File: src/rtl/multichannel_audio_serializer_if.sv
// Frame-in / word-out handshake bundle for multichannel_audio_serializer.
// "slave" is the serializer itself; "master" is the surrounding audio path.
interface multichannel_audio_serializer_if #(
    parameter int audio_width = 32,
    parameter int channels    = 2
);
    localparam int ch_bits = (channels > 1) ? $clog2(channels) : 1;

    logic                            i_valid;
    logic                            i_ready;
    logic [channels*audio_width-1:0] i_data;
    logic [channels-1:0]             i_mask;
    logic                            o_valid;
    logic                            o_ready;
    logic [audio_width-1:0]          o_audio;
    logic [ch_bits-1:0]              o_channel;
    logic                            o_is_first;
    logic                            o_is_last;

    modport master (
        output i_valid, i_data, i_mask, o_ready,
        input  i_ready, o_valid, o_audio, o_channel, o_is_first, o_is_last
    );

    modport slave (
        input  i_valid, i_data, i_mask, o_ready,
        output i_ready, o_valid, o_audio, o_channel, o_is_first, o_is_last
    );
endinterface

File: src/rtl/multichannel_audio_serializer.sv
// Serializes one frame of parallel channel words into per-channel words, skipping masked-off channels.
// Optional one-frame prefetch buffer: define MULTICHANNEL_AUDIO_SERIALIZER_PREFETCH_EN.
module multichannel_audio_serializer #(
    parameter int audio_width = 32,
    parameter int channels    = 2
) (
    input logic                           clk,
    input logic                           reset_n,
    multichannel_audio_serializer_if.slave bus
);
    localparam int ch_bits = (channels > 1) ? $clog2(channels) : 1;

    typedef enum logic {IDLE, SHIFT} state_t;

    state_t                          state_q, state_d;
    logic [channels*audio_width-1:0] data_q, data_d;
    logic [channels-1:0]             rem_q, rem_d;
    logic                            first_q, first_d;
`ifdef MULTICHANNEL_AUDIO_SERIALIZER_PREFETCH_EN
    logic [channels*audio_width-1:0] bufData_q, bufData_d;
    logic [channels-1:0]             bufMask_q, bufMask_d;
    logic                            bufFull_q, bufFull_d;
`endif

    logic [ch_bits-1:0]  curCh;
    logic [channels-1:0] remNext;
    logic                isLast;
    logic                outHs;
    logic                accept;
    logic                inReady;

    // rem_q holds the channels of the active frame not yet emitted; its lowest set bit is the current word.
    function automatic logic [ch_bits-1:0] lowestSet(input logic [channels-1:0] m);
        lowestSet = '0;
        for (int k = channels - 1; k >= 0; k--) begin
            if (m[k]) lowestSet = ch_bits'(k);
        end
    endfunction

    assign curCh   = lowestSet(rem_q);
    assign remNext = rem_q & (rem_q - channels'(1));
    assign isLast  = (remNext == '0);
    assign outHs   = (state_q == SHIFT) && bus.o_ready;
    assign accept  = bus.i_valid && inReady;

    always_ff @(posedge clk or negedge reset_n) begin
        if (!reset_n) begin
            state_q   <= IDLE;
            data_q    <= '0;
            rem_q     <= '0;
            first_q   <= 1'b0;
`ifdef MULTICHANNEL_AUDIO_SERIALIZER_PREFETCH_EN
            bufData_q <= '0;
            bufMask_q <= '0;
            bufFull_q <= 1'b0;
`endif
        end else begin
            state_q   <= state_d;
            data_q    <= data_d;
            rem_q     <= rem_d;
            first_q   <= first_d;
`ifdef MULTICHANNEL_AUDIO_SERIALIZER_PREFETCH_EN
            bufData_q <= bufData_d;
            bufMask_q <= bufMask_d;
            bufFull_q <= bufFull_d;
`endif
        end
    end

    always_comb begin
        state_d   = state_q;
        data_d    = data_q;
        rem_d     = rem_q;
        first_d   = first_q;
`ifdef MULTICHANNEL_AUDIO_SERIALIZER_PREFETCH_EN
        bufData_d = bufData_q;
        bufMask_d = bufMask_q;
        bufFull_d = bufFull_q;
`endif
        case (state_q)
            IDLE: begin
                if (accept && (bus.i_mask != '0)) begin
                    state_d = SHIFT;
                    data_d  = bus.i_data;
                    rem_d   = bus.i_mask;
                    first_d = 1'b1;
                end
            end
            SHIFT: begin
                if (outHs && !isLast) begin
                    rem_d   = remNext;
                    first_d = 1'b0;
                end else if (outHs) begin
                    state_d = IDLE;
                    rem_d   = '0;
                    first_d = 1'b0;
`ifdef MULTICHANNEL_AUDIO_SERIALIZER_PREFETCH_EN
                    // A buffered frame takes over on the same edge; an empty-mask one is simply discarded.
                    if (bufFull_q) begin
                        bufFull_d = 1'b0;
                        if (bufMask_q != '0) begin
                            state_d = SHIFT;
                            data_d  = bufData_q;
                            rem_d   = bufMask_q;
                            first_d = 1'b1;
                        end
                    end else if (accept && (bus.i_mask != '0)) begin
                        state_d = SHIFT;
                        data_d  = bus.i_data;
                        rem_d   = bus.i_mask;
                        first_d = 1'b1;
                    end
`endif
                end
`ifdef MULTICHANNEL_AUDIO_SERIALIZER_PREFETCH_EN
                if (accept && !(outHs && isLast)) begin
                    bufFull_d = 1'b1;
                    bufData_d = bus.i_data;
                    bufMask_d = bus.i_mask;
                end
`endif
            end
        endcase
    end

    // Outputs depend on registered state only, so they hold under backpressure and clear on reset.
    always_comb begin
`ifdef MULTICHANNEL_AUDIO_SERIALIZER_PREFETCH_EN
        inReady = (state_q == IDLE) || !bufFull_q;
`else
        inReady = (state_q == IDLE);
`endif
        bus.i_ready    = inReady;
        bus.o_valid    = (state_q == SHIFT);
        bus.o_audio    = '0;
        bus.o_channel  = '0;
        bus.o_is_first = 1'b0;
        bus.o_is_last  = 1'b0;
        if (state_q == SHIFT) begin
            bus.o_audio    = data_q[int'(curCh)*audio_width +: audio_width];
            bus.o_channel  = curCh;
            bus.o_is_first = first_q;
            bus.o_is_last  = isLast;
        end
    end
endmodule

File: src/flat_wrapper.sv
// flat-port wrapper written by rule: the top's interface ports become plain ports
module multichannel_audio_serializer_flat 
#(
    parameter int audio_width = 32,
    parameter int channels    = 2
)
  (clk, reset_n, bus_i_valid, bus_i_data, bus_i_mask, bus_o_ready, bus_i_ready, bus_o_valid, bus_o_audio, bus_o_channel, bus_o_is_first, bus_o_is_last);
  multichannel_audio_serializer_if #(.audio_width(audio_width), .channels(channels)) bus_i ();
  input logic clk;
  input logic reset_n;
  input wire logic [$bits(bus_i.i_valid)-1:0] bus_i_valid;
  input wire logic [$bits(bus_i.i_data)-1:0] bus_i_data;
  input wire logic [$bits(bus_i.i_mask)-1:0] bus_i_mask;
  input wire logic [$bits(bus_i.o_ready)-1:0] bus_o_ready;
  output wire logic [$bits(bus_i.i_ready)-1:0] bus_i_ready;
  output wire logic [$bits(bus_i.o_valid)-1:0] bus_o_valid;
  output wire logic [$bits(bus_i.o_audio)-1:0] bus_o_audio;
  output wire logic [$bits(bus_i.o_channel)-1:0] bus_o_channel;
  output wire logic [$bits(bus_i.o_is_first)-1:0] bus_o_is_first;
  output wire logic [$bits(bus_i.o_is_last)-1:0] bus_o_is_last;
  assign bus_i.i_valid = bus_i_valid;
  assign bus_i.i_data = bus_i_data;
  assign bus_i.i_mask = bus_i_mask;
  assign bus_i.o_ready = bus_o_ready;
  assign bus_i_ready = bus_i.i_ready;
  assign bus_o_valid = bus_i.o_valid;
  assign bus_o_audio = bus_i.o_audio;
  assign bus_o_channel = bus_i.o_channel;
  assign bus_o_is_first = bus_i.o_is_first;
  assign bus_o_is_last = bus_i.o_is_last;
  multichannel_audio_serializer #(.audio_width(audio_width), .channels(channels)) u_core (.clk(clk), .reset_n(reset_n), .bus(bus_i));
endmodule
File: config.mk
export PLATFORM = sky130hd
export DESIGN_NAME = multichannel_audio_serializer_flat
export DESIGN_NICKNAME = d
export VERILOG_FILES = /design/src/rtl/multichannel_audio_serializer_if.sv /design/src/rtl/multichannel_audio_serializer.sv /design/src/flat_wrapper.sv
export SDC_FILE = /design/constraint.sdc
export NUM_CORES = 1
export LEC_CHECK = 0
export ABC_AREA = 1
export ABC_CLOCK_PERIOD_IN_PS = 2200
export BUFFER_PORTS_ARGS = -buffer_cell sky130_fd_sc_hd__buf_2
export CORE_MARGIN = 8
export CORE_UTILIZATION = 40
export CTS_BUF_LIST = sky130_fd_sc_hd__clkbuf_8
export DETAILED_ROUTE_END_ITERATION = 6
export MAX_ROUTING_LAYER = met4
export PLACE_DENSITY_LB_ADDON = 0.3
export SETUP_SLACK_MARGIN = 0.5
export SLEW_MARGIN = 40
export SYNTH_ARGS = -nofsm -noshare
export SYNTH_HDL_FRONTEND = slang
export SYNTH_SLANG_ARGS = --single-unit
File: constraint.sdc
create_clock -name clk -period 2.2 [get_ports clk]
set_input_delay 0.33 -clock clk [delete_from_list [all_inputs] [get_ports clk]]
set_output_delay 0.33 -clock clk [all_outputs]
set_load 0.05 [all_outputs]
== Yosys cells after proc, flatten, opt, wreduce, memory -nomap -nowiden ==
Index checks and enable logic that the tools add are counted.

* Input bits: 70
* Output and inout port bits: 37
* Register bits after elaboration: 68
* Word-level logic and storage cells: 37

* Reduce and logical (&&, ||, !) cells: 9
* Add/subtract/negate cells: 1
* Shift operators: 1
* Bitwise gates (word level): 2
* Multiplexer cells: 18
* Equality and inequality tests: 2

{| class="wikitable"
|+ Operator list
! cell !! number
|-
| $shiftx 64x7->32 || 1
|-
| $mux 32 || 1
|-
| $mux 1 || 11
|-
| $mux 2 || 3
|-
| $logic_and 1x1->1 || 4
|-
| $pmux 1 s2 || 2
|-
| $pmux 2 s2 || 1
|-
| $reduce_and 2->1 || 2
|-
| $ne 3x3->1 const B || 1
|-
| $and 2x2->2 || 1
|-
| $logic_not 2->1 || 1
|-
| $ne 2x2->1 const B || 1
|-
| $reduce_bool 2->1 || 1
|-
| $sub 2x1->2 const B || 1
|-
| $logic_not 1->1 || 1
|-
| $not 1->1 || 1
|}

== Logic depth before layout (Yosys ltp) ==
Gate-level depths: netlist of the first run.

* Depth after elaboration: 7
* Depth in mapped cells: 7

== Least setup slack after synthesis of the first run ==
Ideal clock, no wire load.

* Kind: reg-to-output
* Start: register u_core.state_q, in the netlist u_core.bus.o_valid
* End: output port bus_o_audio[23]
* Slack: 0.069 ns
* Cell stages (with the launch flop): 5
* Arrival: 1.801 ns
* Path through: dfrtp_1 > buf_6 > buf_1 > o21ai_0 > nor2_1

* Cells in the longest elaborated chain, start to end: 1

{| class="wikitable"
|+ RTL lines
! element !! line !! source
|-
| start, declared || multichannel_audio_serializer.sv:15 || <nowiki>state_t state_q, state_d;</nowiki>
|-
| start signal, assigned || multichannel_audio_serializer.sv:58 || <nowiki>state_q <= state_d;</nowiki>
|-
| $mux 32 || multichannel_audio_serializer.sv:139 || <nowiki>if (state_q == SHIFT) begin</nowiki>
|-
| end, declared || flat_wrapper.sv:17 || <nowiki>output wire logic [$bits(bus_i.o_audio)-1:0] bus_o_audio;</nowiki>
|}

No other way between the ends.

== Worst setup path in the final report of the first run ==
* Start: register u_core.rem_q[1]
* End: output port bus_o_audio[13]

* Cells in the longest elaborated chain, start to end: 4

{| class="wikitable"
|+ RTL lines
! element !! line !! source
|-
| start, declared || multichannel_audio_serializer.sv:17 || <nowiki>logic [channels-1:0] rem_q, rem_d;</nowiki>
|-
| start signal, assigned || multichannel_audio_serializer.sv:60 || <nowiki>rem_q <= rem_d;</nowiki>
|-
| $mux 1 (2 in series) || multichannel_audio_serializer.sv:36 || <nowiki>if (m[k]) lowestSet = ch_bits'(k);</nowiki>
|-
| $shiftx 64x7->32 || multichannel_audio_serializer.sv:140 || <nowiki>bus.o_audio = data_q[int'(curCh)*audio_width +: audio_width];</nowiki>
|-
| $mux 32 || multichannel_audio_serializer.sv:139 ||
|}

No other way between the ends.

==> impl_metrics.env, run 1 <==
export IMPL_required_ns=1.87
export IMPL_switchingPower_w=0.004243
export IMPL_coreArea_um2=7767
export IMPL_use_met2_pct=27.56
export IMPL_root_buffer="clkbuf_8"
export IMPL_sw_frac_of_total_pct=51.69
export IMPL_place_ws_ns=0.3389
export IMPL_grt_use_total_pct=18.20
export IMPL_fmax_mhz=513.8
export IMPL_setup_violations=0
export IMPL_min_period_ns=1.946
export IMPL_fin_crit_sh_pct=88.46
export IMPL_drc=0
export IMPL_most_common_layout_cells="nand2_1 (140), buf_2 (70), dfrtp_1 (67), nand3_1 (66), buf_4 (41)"
export IMPL_num_rows=32
export IMPL_slowest_delay_ns=0.40
export IMPL_worst_path_buf_inv=3
export IMPL_grt_pass1_vias=3316
export IMPL_grt_ovfl_total=0
export IMPL_synth_fp_nets=487
export IMPL_gp_congestion=0.7837
export IMPL_start_util_pct=41.30
export IMPL_internal_power_w=0.003966
export IMPL_arrival_ns=1.62
export IMPL_ys_ff_latch=68
export IMPL_vdd_drop_max_uv=903.6
export IMPL_reg2regPathDepth=5
export IMPL_cap_viol_max_count=0
export IMPL_routedWlPerCell_um=15.34
export IMPL_path_clk_slew_ns=0.07
export IMPL_cpLargestDelayFamily="buffers and inverters"
export IMPL_ys_warn_count=0
export IMPL_syn_area_um2=3208
export IMPL_cp_max_fo=17
export IMPL_finalPower_w=0.008209
export IMPL_synth_cell_types=13
export IMPL_boundaryPins=107
export IMPL_clockBufferDepth=2
export IMPL_num_vias=3160
export IMPL_fin_nets=590
export IMPL_io_buffers=106
export IMPL_clk_insertion_delay_late_ns=0.33
export IMPL_rsz0062_at_grt="true"
export IMPL_netlist_instances=417
export IMPL_dieArea_um2=11140
export IMPL_wirelength_um=9605
export IMPL_diodes=0
export IMPL_slew_headroom_pct=71.23
export IMPL_hold_violations=0
export IMPL_slowest_stage="dfrtp_1"
export IMPL_post_dp_hpwl_um=6048
export IMPL_fin_ws_ns=0.2539
export IMPL_die_h_um=105.6
export IMPL_drive_above_1_share_pct=39.31
export IMPL_h_tree_depth=3
export IMPL_crit_chain="nand2_2, clkinvlp_4, buf_12, nor2_2, nor2_4, buf_4"
export IMPL_power_leakage_nw=2.337
export IMPL_drtAntennaViolNets=0
export IMPL_setup_tns_final_ns=0
export IMPL_yosysSeqAreaShare_pct=53.04
export IMPL_start_kind="register"
export IMPL_stdcell_count=626
export IMPL_syn_mean_instance_area_um2=7.693
export IMPL_status="completed"
export IMPL_layout_commonest_cell="nand2_1"
export IMPL_drt_iter0_markers=109
export IMPL_clock_power_share_pct=10.9
export IMPL_power_density_nw_per_um2=1809
export IMPL_skew_ns=0.008510
export IMPL_critPathKind="reg -> out"
export IMPL_worstSetupPathDepth=6
export IMPL_grt_pass1_wl_um=16260
export IMPL_met1_usage_pct=23.93
export IMPL_final_max_slew_viol_count=0
export IMPL_postLayoutCellArea_um2=4537
export IMPL_min_path_type="in -> async"
export IMPL_clkSinkCount=68
export IMPL_die_x_um=105.6
export IMPL_dpl_instance_area_um2=4045
export IMPL_endpoint_kind="output port"
export IMPL_via_per_inst=5.048
export IMPL_cts_buffers=9
export IMPL_power_frac_comb_pct=61.6
export IMPL_antenna_found_initial=0
export IMPL_use_met3_pct=3.715
export IMPL_worst_pin_slew_ns=0.4301
export IMPL_dp_cells=603
export IMPL_drtPass1Iterations=4
export IMPL_grt_max_degree=69
export IMPL_cts_tree="yes"
export IMPL_seqPwrFrac_pct=27.5
export IMPL_busiest_layer="met2"
export IMPL_area_growth_pct=41.42
power by group through the flow:
stage / clock (W) / sequential, W / combinational [W]
3_3_place_gp: 0 / 0.00223 / 0.00422
6_report: 0.000893 / 0.00226 / 0.00506
5_1_grt: 0.000975 / 0.00232 / 0.00544
3_5_place_dp: 0 / 0.00226 / 0.00428
2_1_floorplan: 0 / 0.00212 / 0.00349
4_1_cts: 0.000910 / 0.00223 / 0.00506
cell families after synthesis:
kind of cell,count (synthesis),share of synthesized area [%]
buffers and inverters,39,6.474
AOI/OAI and AO/OA,34,5.304
DFF,68,53.04
and+or+nand+nor,276,35.18
stage by stage:
stage | hold slack (ns) | utilization (%)
after global placement | 0.3786 | 52.08
after detailed placement | 0.3818 | 52.08
final | 0.01538 | 58.41
after CTS | 0.02542 | 58.01
after global routing | 0.04533 | 58.41
after floorplan | 0.03441 | -
registers in the layout, indices dropped and copies added (netlist names):
name                flops
u_core.first_q          1
u_core.data_q          64
u_core.bus.o_valid      1
u_core.rem_q            2
final timing paths:
check | from | endpoint | slack, ns
worst min register to register | u_core.data_q[63] | u_core.data_q[63] | 0.47
min in group clk | bus_i_data[8] | u_core.data_q[8] | 0.22
max in group asynchronous | reset_n | u_core.bus.o_valid | 1.87
worst max-delay path | u_core.rem_q[1] | bus_o_audio[13] | 0.25
worst min-delay path | reset_n | u_core.data_q[27] | 0.02
worst max register to register | u_core.bus.o_valid | u_core.data_q[57] | 0.75
final cells by class:
cell class / count / area, um^2
clock buffers: 11 / 151.4
clock inverters: 4 / 17.52
fillers: 738 / 3231
inverters: 8 / 37.54
multi-input cells: 310 / 1658
flip-flops and latches: 68 / 1705
well taps: 102 / 127.6
repair buffers: 123 / 839.6
repair_timing:
item | in CTS | in global routing
buffers inserted | 7 | 1
endpoints found under the setup margin | 37 | 35
pin swaps | 0 | 1
hold buffers | 0 | 0
gates resized for setup | 109 | 6
synthesized netlist by cell type:
library cell	instances	area [um^2]
nor2_4	1	11.26
clkbuf_1	8	30.03
nand2_1	142	533.0
buf_1	1	3.750
buf_4	6	45.04
inv_1	8	30.03
o21ai_0	34	170.2
nand2_2	1	6.260
dfrtp_1	68	1702
buf_6	3	33.78
buf_2	13	65.06
nand3_1	66	330.3
nor2_1	66	247.7
routing by layer:
layer / vias to the layer above / wire length [um]
met1: 1513 / 4525
met3: 10 / 507
li1: 1533 / -
met4: 0 / 114
met5: - / 0
met2: 104 / 4458
No activity file was read; power rests on OpenSTA's default activity.
==> inputs of run 2 (changes only) <==
Settings changed: CAP_MARGIN set to 15, CORE_UTILIZATION 40 to 56.
==> impl_metrics.env, run 2 (same netlist as run 1, synthesis figures left out) <==
export IMPL_drc=0
export IMPL_die_h_um=91.69
export IMPL_grt_ovfl_total=0
export IMPL_crit_path_start="u_core.rem_q[0]"
export IMPL_routedWlPerCell_um=21.20
export IMPL_required_ns=1.87
export IMPL_num_rows=27
export IMPL_grt_pass1_wl_um=16630
export IMPL_power_leakage_nw=2.522
export IMPL_cap_viol_max_count=0
export IMPL_regMostFlops="u_core.data_q"
export IMPL_coreArea_um2=5507
export IMPL_io_buffers=106
export IMPL_layout_commonest_cell="nand2_1"
export IMPL_cp_common_cell="buf_6"
export IMPL_setup_violations=0
export IMPL_num_fill_cells=210
export IMPL_grt_pass1_vias=3586
export IMPL_start_util_pct=58.26
export IMPL_final_max_slew_viol_count=0
export IMPL_root_buffer="clkbuf_8"
export IMPL_h_tree_depth=3
export IMPL_drtAntennaViolNets=0
export IMPL_grt_use_total_pct=24.80
export IMPL_fin_crit_sh_pct=89.85
export IMPL_drive_above_1_share_pct=45.49
export IMPL_wirelength_um=12810
export IMPL_critPathKind="reg -> out"
export IMPL_clkSinkCount=68
export IMPL_crit_chain="inv_2, nand2_8, buf_6, o21ai_1, nor2_2, buf_6"
export IMPL_status="completed"
export IMPL_via_per_inst=6.084
export IMPL_setup_tns_final_ns=0
export IMPL_min_period_ns=1.977
export IMPL_drtPass1Iterations=5
export IMPL_arrival_ns=1.65
export IMPL_slowest_delay_ns=0.42
export IMPL_gp_congestion=0.7941
export IMPL_most_common_layout_cells="nand2_1 (139), buf_2 (70), nand3_1 (66), dfrtp_1 (66), nor2_4 (52)"
export IMPL_boundaryPins=107
export IMPL_diodes=0
export IMPL_largest_registers="u_core.data_q (64), u_core.rem_q (2)"
export IMPL_skew_ns=0.004620
export IMPL_rsz0062_at_grt="true"
export IMPL_die_x_um=91.69
export IMPL_slowest_stage="dfrtp_1"
export IMPL_antenna_found_initial=0
export IMPL_cts_buffers=9
export IMPL_largest_reg_flops=64
export IMPL_num_vias=3675
export IMPL_multi_input_area_um2=1883
export IMPL_fin_nets=597
export IMPL_vdd_drop_max_uv=1246
export IMPL_drt_iter0_markers=340
export IMPL_min_from="bus_i_data[21]"
export IMPL_hold_violations=0
export IMPL_endpoint_kind="output port"
export IMPL_dieArea_um2=8407
export IMPL_clk_insertion_delay_late_ns=0.34
export IMPL_start_kind="register"
export IMPL_cp_max_fo=9
export IMPL_slew_headroom_pct=56.06
export IMPL_stdcell_count=604
export IMPL_worst_pin_slew_ns=0.6591
export IMPL_area_growth_pct=57.33
export IMPL_min_path_type="in -> reg"
export IMPL_dp_cells=577
export IMPL_clockBufferDepth=2
export IMPL_post_dp_hpwl_um=6124
export IMPL_seq_area_um2=1704
export IMPL_grt_max_degree=66
export IMPL_rr_startpoint="u_core.bus.o_valid"
export IMPL_path_clk_slew_ns=0.07
export IMPL_fmax_mhz=505.9
export IMPL_ff2ff_setup_slack_ns=0.53
export IMPL_utilization_pct=91.66
export IMPL_cts_tree="yes"
export IMPL_power_density_nw_per_um2=1943
[run 2: layout make-up]
type | instances | share of cell area, %
clock buffer | 12 | 3.272
clock inverter | 4 | 0.3223
inverter | 8 | 0.8428
multi-input combinational | 310 | 37.31
sequential | 68 | 33.76
tap | 72 | 1.785
timing repair buffer | 130 | 22.71
[run 2: critical path: cells and delay by family (launching register included)]
| family | cells | cell delay [ns] |
|---|---|---|
| and+or+nand+nor | 2 | 0.18 |
| DFF | 1 | 0.42 |
| buffers and inverters | 3 | 0.46 |
| AOI/OAI and AO/OA | 1 | 0.24 |
[run 2: report_power, final]
group / internal, W / switching (W) / leakage [nW] / total [W]
combinational: 0.00239 / 0.00397 / 1.58 / 0.00637
sequential: 0.00185 / 0.000631 / 0.839 / 0.00248
clock: 0.000489 / 0.000475 / 0.106 / 0.000964
total: 0.00473 / 0.00508 / 2.52 / 0.00981
[run 2: repair_timing]
| action | CTS | global route |
|---|---|---|
| buffers inserted | 4 | 2 |
| gates cloned | 2 | 2 |
| hold buffers | 1 | 0 |
| gates resized for setup | 163 | 67 |
| hold endpoints to repair | 22 | 0 |
| setup endpoints to repair | 36 | 101 |
| pin swaps | 5 | 21 |
[run 2: final timing paths]
path                            cells after the start                end
min in group asynchronous                           2  u_core.data_q[62]
worst max-delay path                                6    bus_o_audio[31]
worst min-delay path                                3  u_core.data_q[21]
worst max register to register                      5  u_core.data_q[25]
max in group asynchronous                           3  u_core.data_q[12]
worst min register to register                      2  u_core.data_q[61]
[run 2: stage by stage]
step | cell area (um^2) | setup slack [ns] | hold WS (ns) | power (W)
after floorplan | 3445 | 0.5107 | 0.03441 | 0.005606
after global placement | 4013 | 0.5345 | 0.3406 | 0.006429
after detailed placement | 4013 | 0.4787 | 0.3444 | 0.006555
after CTS | 4726 | 0.3626 | 0.2144 | 0.008763
after global routing | 5047 | 0.1946 | 0.2271 | 0.01020
final | 5047 | 0.2233 | 0.2149 | 0.009809
[run 2: per-layer routing]
metal	up-vias	GRT usage (%)	share of wire [%]	wire length, um
met4	0	12.21	7.0	894
li1	1550	-	-	-
met2	286	40.28	50	6339
met1	1746	28.87	35	4515
met5	-	-	0	0
met3	93	4.890	8.2	1055
